## config.mk

```make
export PLATFORM = sky130hd
export DESIGN_NAME = gat_layer_sched
export DESIGN_NICKNAME = d
export VERILOG_FILES = /design/src/rtl/gat_pkg.sv /design/src/rtl/gat_sched_fifo.sv /design/src/rtl/gat_layer_sched.sv
export SDC_FILE = /design/constraint.sdc
export NUM_CORES = 1
export LEC_CHECK = 0
export ABC_CLOCK_PERIOD_IN_PS = 9300
export CAP_MARGIN = 10
export CORE_MARGIN = 2
export CORE_UTILIZATION = 58
export DETAILED_ROUTE_END_ITERATION = 8
export PLACE_DENSITY = 0.89
export SETUP_SLACK_MARGIN = 0.2
export SLEW_MARGIN = 25
export SYNTH_ARGS = -nofsm -noshare
export SYNTH_HDL_FRONTEND = slang
export SYNTH_SLANG_ARGS = --single-unit
```

## constraint.sdc

```tcl
create_clock -name clk -period 9.3 [get_ports clk]
set_input_delay 0.93 -clock clk [delete_from_list [all_inputs] [get_ports clk]]
set_output_delay 0.93 -clock clk [all_outputs]
set_load 0.05 [all_outputs]
```

## src/rtl/gat_pkg.sv

```systemverilog
// Shared types for the GAT layer scheduler: FSM state encoding and the
// field layout of the packed status word.
package gat_pkg;

    typedef enum logic [3:0] {
        S_IDLE       = 4'd0,
        S_WAIT_LOAD  = 4'd1,
        S_RUN        = 4'd2,
        S_RELOAD_CLR = 4'd3,
        S_RELOAD_SET = 4'd4,
        S_DRAIN      = 4'd5,
        S_DONE       = 4'd6
    } sched_state_t;

    localparam int STATUS_STATE_LSB = 28;
    localparam int STATUS_STATE_W   = 4;
    localparam int STATUS_LAYER_LSB = 24;
    localparam int STATUS_LAYER_W   = 4;
    localparam int STATUS_BEATS_LSB = 0;
    localparam int STATUS_BEATS_W   = 24;

endpackage

```

## src/rtl/gat_sched_fifo.sv

```systemverilog
// Small synchronous FIFO with a registered head word; count includes the
// word currently presented on dout.
module gat_sched_fifo #(
    parameter int WIDTH = 33,
    parameter int DEPTH = 4
) (
    input  logic                         clk,
    input  logic                         rst_n,
    input  logic                         flush,
    input  logic                         push,
    input  logic [WIDTH-1:0]             push_data,
    input  logic                         pop,
    output logic [WIDTH-1:0]             dout,
    output logic                         valid,
    output logic [$clog2(DEPTH+1)-1:0]   count
);

    localparam int PTR_W = (DEPTH > 1) ? $clog2(DEPTH) : 1;
    localparam int CNT_W = $clog2(DEPTH + 1);

    logic [WIDTH-1:0] mem_q [DEPTH];
    logic [PTR_W-1:0] wr_ptr_q, rd_ptr_q, wr_ptr_d, rd_ptr_d;
    logic [CNT_W-1:0] count_q, count_d;
    logic [WIDTH-1:0] dout_q, dout_d;
    logic             valid_q;
    logic             do_push, do_pop;

    assign do_pop  = pop & valid_q;
    assign do_push = push & (count_q < CNT_W'(DEPTH));

    always_comb begin
        wr_ptr_d = wr_ptr_q + PTR_W'(do_push);
        rd_ptr_d = rd_ptr_q + PTR_W'(do_pop);
        count_d  = count_q + CNT_W'(do_push) - CNT_W'(do_pop);
        dout_d   = '0;
        if (count_d != '0) begin
            // The incoming word becomes the head when nothing else remains.
            if (do_push && ((count_q - CNT_W'(do_pop)) == '0)) begin
                dout_d = push_data;
            end else begin
                dout_d = mem_q[rd_ptr_d];
            end
        end
    end

    always_ff @(posedge clk) begin
        if (!rst_n || flush) begin
            wr_ptr_q <= '0;
            rd_ptr_q <= '0;
            count_q  <= '0;
            dout_q   <= '0;
            valid_q  <= 1'b0;
        end else begin
            wr_ptr_q <= wr_ptr_d;
            rd_ptr_q <= rd_ptr_d;
            count_q  <= count_d;
            dout_q   <= dout_d;
            valid_q  <= (count_d != '0);
        end
    end

    always_ff @(posedge clk) begin
        if (do_push && !flush) begin
            mem_q[wr_ptr_q] <= push_data;
        end
    end

    assign dout  = dout_q;
    assign valid = valid_q;
    assign count = count_q;

endmodule

```

## src/rtl/gat_layer_sched.sv

```systemverilog
// GAT layer scheduler: gates host load-done flags into the core, steps layers,
// requests weight reloads, then streams the new-feature BRAM out.
module gat_layer_sched
    import gat_pkg::*;
#(
    parameter int TOP_WIDTH          = 32,
    parameter int NEW_FEATURE_WIDTH  = 32,
    parameter int NUM_SUBGRAPHS      = 2708,
    parameter int NUM_FEATURE_OUT    = 16,
    parameter int NUM_LAYERS         = 2,
    parameter int BRAM_RD_LATENCY    = 2,
    parameter int FIFO_DEPTH         = 4,
    parameter int NEW_FEATURE_DEPTH  = NUM_SUBGRAPHS * NUM_FEATURE_OUT,
    parameter int NEW_FEATURE_ADDR_W = $clog2(NEW_FEATURE_DEPTH)
) (
    input  logic                          clk,
    input  logic                          rst_n,
    input  logic                          sched_start,
    input  logic                          sched_abort,
    input  logic                          h_data_bram_load_done,
    input  logic                          h_node_info_bram_load_done,
    input  logic                          wgt_bram_load_done,
    output logic                          core_load_done,
    output logic                          gat_layer,
    input  logic                          gat_ready,
    output logic                          wgt_reload_req,
    output logic [NEW_FEATURE_ADDR_W+1:0] feat_bram_addrb,
    input  logic [NEW_FEATURE_WIDTH-1:0]  feat_bram_dout,
    output logic [NEW_FEATURE_WIDTH-1:0]  m_feat_data,
    output logic                          m_feat_valid,
    output logic                          m_feat_last,
    input  logic                          m_feat_ready,
    output logic                          sched_busy,
    output logic                          sched_done,
    output logic [TOP_WIDTH-1:0]          sched_status
);

    localparam int LAYER_W = $clog2(NUM_LAYERS + 1);
    localparam int CNT_W   = $clog2(NEW_FEATURE_DEPTH + 1);
    localparam int FCNT_W  = $clog2(FIFO_DEPTH + 1);
    localparam int LAT     = BRAM_RD_LATENCY;

    sched_state_t         state_q, state_d;
    logic [LAYER_W-1:0]   layer_q, layer_d;
    logic [CNT_W-1:0]     rd_cnt_q, rd_cnt_d;
    logic [CNT_W-1:0]     beats_q, beats_d;
    logic [LAT-1:0]       vld_sr_q, vld_sr_d;
    logic [LAT-1:0]       last_sr_q, last_sr_d;
    logic                 gat_ready_q;
    logic                 core_load_done_q, wgt_reload_req_q, gat_layer_q;
    logic                 sched_busy_q, sched_done_q;
    logic [TOP_WIDTH-1:0] status_q, status_d;

    logic                         gat_rise, all_loaded, issue, handshake, beat_last;
    logic                         fifo_valid;
    logic [NEW_FEATURE_WIDTH:0]   fifo_dout;
    logic [FCNT_W-1:0]            fifo_count;

    assign gat_rise   = gat_ready & ~gat_ready_q;
    assign all_loaded = h_data_bram_load_done & h_node_info_bram_load_done & wgt_bram_load_done;
    assign handshake  = fifo_valid & m_feat_ready;
    assign beat_last  = fifo_dout[NEW_FEATURE_WIDTH];

    // Credit: words already buffered plus reads still in the BRAM pipe.
    assign issue = (state_q == S_DRAIN)
                && (rd_cnt_q < CNT_W'(NEW_FEATURE_DEPTH))
                && ((int'(fifo_count) + $countones(vld_sr_q)) < FIFO_DEPTH);

    always_comb begin
        vld_sr_d  = vld_sr_q;
        last_sr_d = last_sr_q;
        for (int i = LAT - 1; i > 0; i--) begin
            vld_sr_d[i]  = vld_sr_q[i-1];
            last_sr_d[i] = last_sr_q[i-1];
        end
        vld_sr_d[0]  = issue;
        last_sr_d[0] = issue && (rd_cnt_q == CNT_W'(NEW_FEATURE_DEPTH - 1));
        if (sched_abort) begin
            vld_sr_d  = '0;
            last_sr_d = '0;
        end
    end

    always_comb begin
        state_d  = state_q;
        layer_d  = layer_q;
        rd_cnt_d = rd_cnt_q;
        beats_d  = beats_q;
        case (state_q)
            S_IDLE, S_DONE: begin
                if (sched_start) begin
                    state_d  = S_WAIT_LOAD;
                    layer_d  = '0;
                    rd_cnt_d = '0;
                    beats_d  = '0;
                end
            end
            S_WAIT_LOAD: begin
                if (all_loaded) state_d = S_RUN;
            end
            S_RUN: begin
                if (gat_rise) begin
                    if (layer_q < LAYER_W'(NUM_LAYERS - 1)) begin
                        layer_d = layer_q + LAYER_W'(1);
                        state_d = S_RELOAD_CLR;
                    end else begin
                        state_d = S_DRAIN;
                    end
                end
            end
            S_RELOAD_CLR: begin
                if (!wgt_bram_load_done) state_d = S_RELOAD_SET;
            end
            S_RELOAD_SET: begin
                if (wgt_bram_load_done) state_d = S_RUN;
            end
            S_DRAIN: begin
                if (issue) rd_cnt_d = rd_cnt_q + CNT_W'(1);
                if (handshake) begin
                    beats_d = beats_q + CNT_W'(1);
                    if (beat_last) state_d = S_DONE;
                end
            end
            default: state_d = S_IDLE;
        endcase
        if (sched_abort) begin
            state_d  = S_IDLE;
            layer_d  = '0;
            rd_cnt_d = '0;
            beats_d  = '0;
        end
    end

    always_comb begin
        status_d = '0;
        status_d[STATUS_STATE_LSB +: STATUS_STATE_W] = state_d;
        status_d[STATUS_LAYER_LSB +: STATUS_LAYER_W] = STATUS_LAYER_W'(layer_d);
        status_d[STATUS_BEATS_LSB +: STATUS_BEATS_W] = STATUS_BEATS_W'(beats_d);
    end

    always_ff @(posedge clk) begin
        if (!rst_n) begin
            state_q          <= S_IDLE;
            layer_q          <= '0;
            rd_cnt_q         <= '0;
            beats_q          <= '0;
            vld_sr_q         <= '0;
            last_sr_q        <= '0;
            gat_ready_q      <= 1'b0;
            core_load_done_q <= 1'b0;
            wgt_reload_req_q <= 1'b0;
            gat_layer_q      <= 1'b0;
            sched_busy_q     <= 1'b0;
            sched_done_q     <= 1'b0;
            status_q         <= '0;
        end else begin
            state_q          <= state_d;
            layer_q          <= layer_d;
            rd_cnt_q         <= rd_cnt_d;
            beats_q          <= beats_d;
            vld_sr_q         <= vld_sr_d;
            last_sr_q        <= last_sr_d;
            gat_ready_q      <= gat_ready;
            core_load_done_q <= (state_d == S_RUN);
            wgt_reload_req_q <= (state_d == S_RELOAD_CLR) || (state_d == S_RELOAD_SET);
            gat_layer_q      <= layer_d[0];
            sched_busy_q     <= (state_d != S_IDLE) && (state_d != S_DONE);
            sched_done_q     <= (state_d == S_DONE);
            status_q         <= status_d;
        end
    end

    gat_sched_fifo #(
        .WIDTH (NEW_FEATURE_WIDTH + 1),
        .DEPTH (FIFO_DEPTH)
    ) u_fifo (
        .clk       (clk),
        .rst_n     (rst_n),
        .flush     (sched_abort),
        .push      (vld_sr_q[LAT-1]),
        .push_data ({last_sr_q[LAT-1], feat_bram_dout}),
        .pop       (m_feat_ready),
        .dout      (fifo_dout),
        .valid     (fifo_valid),
        .count     (fifo_count)
    );

    assign feat_bram_addrb = {rd_cnt_q[NEW_FEATURE_ADDR_W-1:0], 2'b00};
    assign core_load_done  = core_load_done_q;
    assign wgt_reload_req  = wgt_reload_req_q;
    assign gat_layer       = gat_layer_q;
    assign sched_busy      = sched_busy_q;
    assign sched_done      = sched_done_q;
    assign sched_status    = status_q;
    assign m_feat_valid    = fifo_valid;
    assign m_feat_data     = fifo_dout[NEW_FEATURE_WIDTH-1:0];
    assign m_feat_last     = beat_last;

endmodule
```

Word level (Yosys, flattened, before mapping)

Memories as Yosys holds them, arrays and structs flattened.
Index checks and enable logic that the tools add are counted.

Bits in writable memories: 132
Input bits: 41
Memories: 1
Flip-flop bits (word level): 121

Memory list:

| name         | words | width | read ports | clocked after Yosys merged registers in | write ports | RTL line             | text |
|---|---|---|---|---|---|---|---|
| u_fifo.mem_q | 4     | 33    | 1          | 0                                       | 1           | gat_sched_fifo.sv:21 | `logic [WIDTH-1:0] mem_q [DEPTH];` |

Add/subtract/negate cells: 10
Equality and inequality tests: 14
Reductions and logical operators: 19
Muxes and demuxes: 25
$lt $le $gt $ge: 4
Bitwise logic cells: 8

Operator list:

| operator                | number |
|---|---|
| $mux W16                | 5 |
| $pmux W16 S2            | 2 |
| $mux W33                | 1 |
| $add A16 B1 Y16 const B | 2 |
| $mux W4                 | 8 |
| $pmux W4 S6             | 1 |
| $eq A4 B3 Y1 const B    | 5 |
| $eq A16 B16 Y1 const B  | 1 |
| $eq A4 B2 Y1 const B    | 4 |
| $lt A16 B16 Y1 const B  | 1 |
| $mux W2                 | 4 |
| $logic_and A1 B1 Y1     | 6 |
| $reduce_or A2 Y1        | 3 |
| $sub A3 B1 Y3           | 2 |
| $and A1 B1 Y1           | 5 |
| $add A2 B1 Y2           | 2 |
| $add A3 B2 Y4           | 1 |
| $eq A4 B1 Y1 const B    | 1 |
| $logic_not A4 Y1        | 1 |
| $lt A4 B3 Y1 const B    | 1 |
| $ne A2 B2 Y1 const B    | 2 |
| $ne A4 B3 Y1 const B    | 1 |
| $pmux W2 S2             | 1 |
| $reduce_bool A4 Y1      | 1 |
| other kinds (14)        | 19 |

Longest topological paths before layout

Depth in word-level cells: 7
Gate-level depth with buffers: 11
Gate-level depth less buffers: 10

Modules after synthesis

From an unflattened synthesis, not the netlist that was laid out.

Cells, all modules: 727
Area, all modules: 9465.3 sq um

By module, submodules not included:

| module          | cells each | area each (sq um) | instances |
|---|---|---|---|
| gat_sched_fifo  | 405        | 6866.6            | 1 |
| gat_layer_sched | 322        | 2598.7            | 1 |

Least setup slack after synthesis

Ideal clock, no wire load.

Path type: input to register
Start: input sched_abort
End: memory u_fifo.mem_q[0][0], enable pin
Buffers on the path: 0
Stages on the path: 1
Arrival time: 4239 ps
Setup slack: 4552 ps
Path through: nor4_1

Cells in the longest elaborated chain, start to end: 4

RTL lines:

| what                          | RTL line              | text |
|---|---|---|
| from (decl)                   | gat_layer_sched.sv:19 | `input logic sched_abort,` |
| $logic_not A1 Y1              | gat_sched_fifo.sv:63  | `if (do_push && !flush) begin` |
| $logic_and A1 B1 Y1           | gat_sched_fifo.sv:63  |  |
| $mux W1                       | gat_sched_fifo.sv:63  |  |
| $mux W1 (implied by the code) | gat_sched_fifo.sv:64  | `mem_q[wr_ptr_q] <= push_data;` |
| to (decl)                     | gat_sched_fifo.sv:21  |  |

No other way between the ends.

Final worst setup path

Start: input m_feat_ready
End: register u_fifo.dout_q[10], in the netlist u_fifo.dout[10]

Cells in the longest elaborated chain, start to end: 5
Elaborated cells between the ends (all ways): 11
Classes of those cells: 3 x add/sub; 1 x mux; 2 x bitwise; 4 x reduce/logical; 1 x memory

RTL lines:

| what                                                   | RTL line                                   | text |
|---|---|---|
| from (decl)                                            | gat_layer_sched.sv:32                      | `input logic m_feat_ready,` |
| $and A1 B1 Y1 *                                        | gat_sched_fifo.sv:28                       | `assign do_pop = pop & valid_q;` |
| $sub A3 B1 Y3, on equally long branches                | gat_sched_fifo.sv:38, gat_sched_fifo.sv:34 |  |
| $logic_not A3 Y1 or $reduce_bool A3 Y1 (tied branches) | gat_sched_fifo.sv:38, gat_sched_fifo.sv:36 |  |
| $logic_and A1 B1 Y1 or $not A1 Y1 (tied branches)      | n/a                                        |  |
| $mux W33 or $reduce_or A2 Y1 (tied branches)           | n/a                                        |  |
| to (signal assigned)                                   | gat_sched_fifo.sv:57                       | `dout_q <= dout_d;` |
| to (decl)                                              | gat_sched_fifo.sv:24                       | `logic [WIDTH-1:0] dout_q, dout_d;` |

Mark *: on every way between the ends. The rest lies on a longest branch, timed or not.
A chain may end at the register's enable or synchronous reset.

==> results_dict.tcl <==
set metrics [dict create \
    status "completed" \
    numPortBuffers 117 \
    overflow 0 \
    clk_pin_slew_ps 70 \
    end_kind "register" \
    fin_worst_skew_ps 13.78 \
    synth_enable_flop_cells 132 \
    dieArea_um2 16390 \
    die_height_um 128.0 \
    syn-mean-instance-area_um2 13.14 \
    finalSetupViolCount 0 \
    min_period_over_period 0.3446 \
    synthTopCellsByArea "edfxtp_1 44%, dfxtp_1 20%, mux4_2 8.3%, nand2_1 4.2%, a21oi_1 2.5%" \
    grt_pass1_wl_um 31780 \
    crit_chain "clkdlybuf4s50_1, nand2_1, inv_1, ha_1, inv_1, ha_1, fa_1, xor2_1, nand2_1, nand2_1, buf_4, a21oi_1" \
    final_cell_mix "132 x edfxtp_1, 117 x clkdlybuf4s50_1, 99 x nand2_1, 88 x dfxtp_1" \
    cp_data_required_time_ps 9650 \
    clock-sinks 220 \
    core-area_um2 15090 \
    maxSlewHeadroom 0.3449 \
    cts_resized 0 \
    finalMaxSlewViolations 0 \
    wl_um 20590 \
    hpwl_um 12020 \
    first_pass_iters 5 \
    synth.lib_cells_used.distinct 64 \
    grt_setup_unrepaired "false" \
    max-vdd-ir-drop_v 0.0001358 \
    ys.flop_type "edfxtp_1" \
    hold-worst-slack_ps 412.5 \
    critPathMaxStageDelay_ps 450 \
    synth_top_cell_by_area "edfxtp_1" \
    async_flop_share 0 \
    ios 130 \
    ys_warn_count 0 \
    synthCells 679 \
    arrival_ps 3550 \
    placed_cell_area_um2 10240 \
    num_antenna_cells 0 \
    drive_above_1_share 0.1313 \
    antenna_found_initial 0 \
    vias 6010 \
    mostFrequentLayoutCell "edfxtp_1" \
    grt_usage 0.2497 \
    crit_slowest_cell "clkdlybuf4s50_1" \
    p_total_w 0.001976 \
    period_needed_ps 3205 \
    cts_made_buffers 22 \
    cts_tree "built" \
    syn_to_final_growth_pct 23.32 \
    clk_path_buf_depth 3 \
    crit_top_cell "nand2_1" \
    syn-cell-area_um2 8921 \
    grt_pass1_vias 6161 \
    cp-start-kind "primary input" \
    hp-class "register to register" \
    critical_path_class "primary input to register" \
    fin_ws_ps 6095 \
    fmax_mhz 312.0 \
    ys_ff_latch 220 \
    drtAntennaViolNets 0 \
    initial_core_util 0.5912 \
    drc 0 \
    htree_levels 1 \
    wl_per_cell_um 20.53 \
    viasPerCell 5.992 \
    final_nets 853 \
    drv_cap 0 \
    fp-row-count 45 \
    clock_latency_ps 500 \
    cp_max_fo 33 \
    worst_pin_slew_ps 980.6 \
    die_w_um 128.0 \
    place_congestion 0.8732 \
    drt_iter0_drc 499 \
    holdBufCountCts 0 \
    synth_seq_area_share 0.6418 \
    root_buffer "clkbuf_16" \
    cts_setup_buffers 0 \
    fin_setup_tns_ps 0 \
    pre_cts_slack_ps 5564 \
    final_cell_area_um2 11000 \
    leakagePower_nw 3.746 \
    path_buf_inv 4 \
    power.density_nw_per_um2 179.6 \
    finalHoldViolCount 0 \
    grt_max_degree 35 \
    synth_top_area_frac 0.4443 \
    cp_top_family "buffers and inverters" \
]
==> Yosys cell counts (all sizes together), types with 9 or more instances <==
master and number:
nand2 99, and2 15, o31ai 9, a21oi 47, clkbuf 14, buf 28, mux4 33, ha 12
o21ai 39, nor2 47, inv 16, nand3 19, edfxtp 132, dfxtp 88
==> metal layers <==
layer	global-route usage	share of wire	wire length, um
met4	0.08016	0.022	452
met5	0	0	0
met2	0.4445	0.52	10810
met3	0.03840	0.071	1457
met1	0.3161	0.38	7873
==> sequential cells by signal (all words and copies together) (netlist names), 2 cells and up <==
name / flops
beats_q: 15
u_fifo.dout: 33
rd_cnt_q: 16
sched_status: 2
u_fifo.wr_ptr_q: 2
u_fifo.rd_ptr_q: 2
state_q: 4
u_fifo.mem_q: 132
vld_sr_q: 2
last_sr_q: 2
u_fifo.count: 3
==> power by group <==
part	internal (W)	switching, W	total, W
Combinational	0.0000185	0.0000327	0.0000512
Clock	0.000536	0.000356	0.000892
Sequential	0.00103	0.00000114	0.00103
Total	0.00159	0.000390	0.00198
==> metrics by stage <==
stage	util	instances
2_1_floorplan	-	691
3_3_place_gp	0.6770	961
3_5_place_dp	0.6789	962
4_1_cts	0.7274	1002
5_1_grt	0.7291	1003
6_report	0.7291	1003
==> path summary, 6_finish.rpt <==
kind,slack (ps),cells past startpoint,endpoint,startpoint
hold / removal,410,1,last_sr_q[1]$_SDFF_PP0_,last_sr_q[0]$_SDFF_PP0_
setup reg to reg,6640,11,u_fifo.dout[10]$_SDFF_PP0_,u_fifo.valid$_SDFF_PP0_
setup / recovery,6100,12,u_fifo.dout[10]$_SDFF_PP0_,m_feat_ready
hold reg to reg,410,1,last_sr_q[1]$_SDFF_PP0_,last_sr_q[0]$_SDFF_PP0_
==> logic make-up (layout without fill, tap and decap cells) <==
group | count (synthesis) | after routing | synth area share
adders and majority gates | 13 | 13 | 0.01907
other | 1 | 13 | 0.0004204
xor gates and xnor gates | 7 | 7 | 0.006873
buffers and inverters | 58 | 182 | 0.03562
muxes | 35 | 35 | 0.08569
DFF | 220 | 220 | 0.6418
AOI/OAI and AO/OA | 115 | 115 | 0.08542
and+or+nand+nor | 230 | 230 | 0.1251
==> final cells by class <==
type | instances | area [um^2]
multi-input cells | 413 | 2978
repair buffers | 126 | 1271
clock inverters | 13 | 141.4
fillers | 920 | 4088
well taps | 188 | 235.2
clock buffers | 27 | 590.6
inverters | 16 | 60.06
flip-flops and latches | 220 | 5725
(Power assumes the default switching activity.)
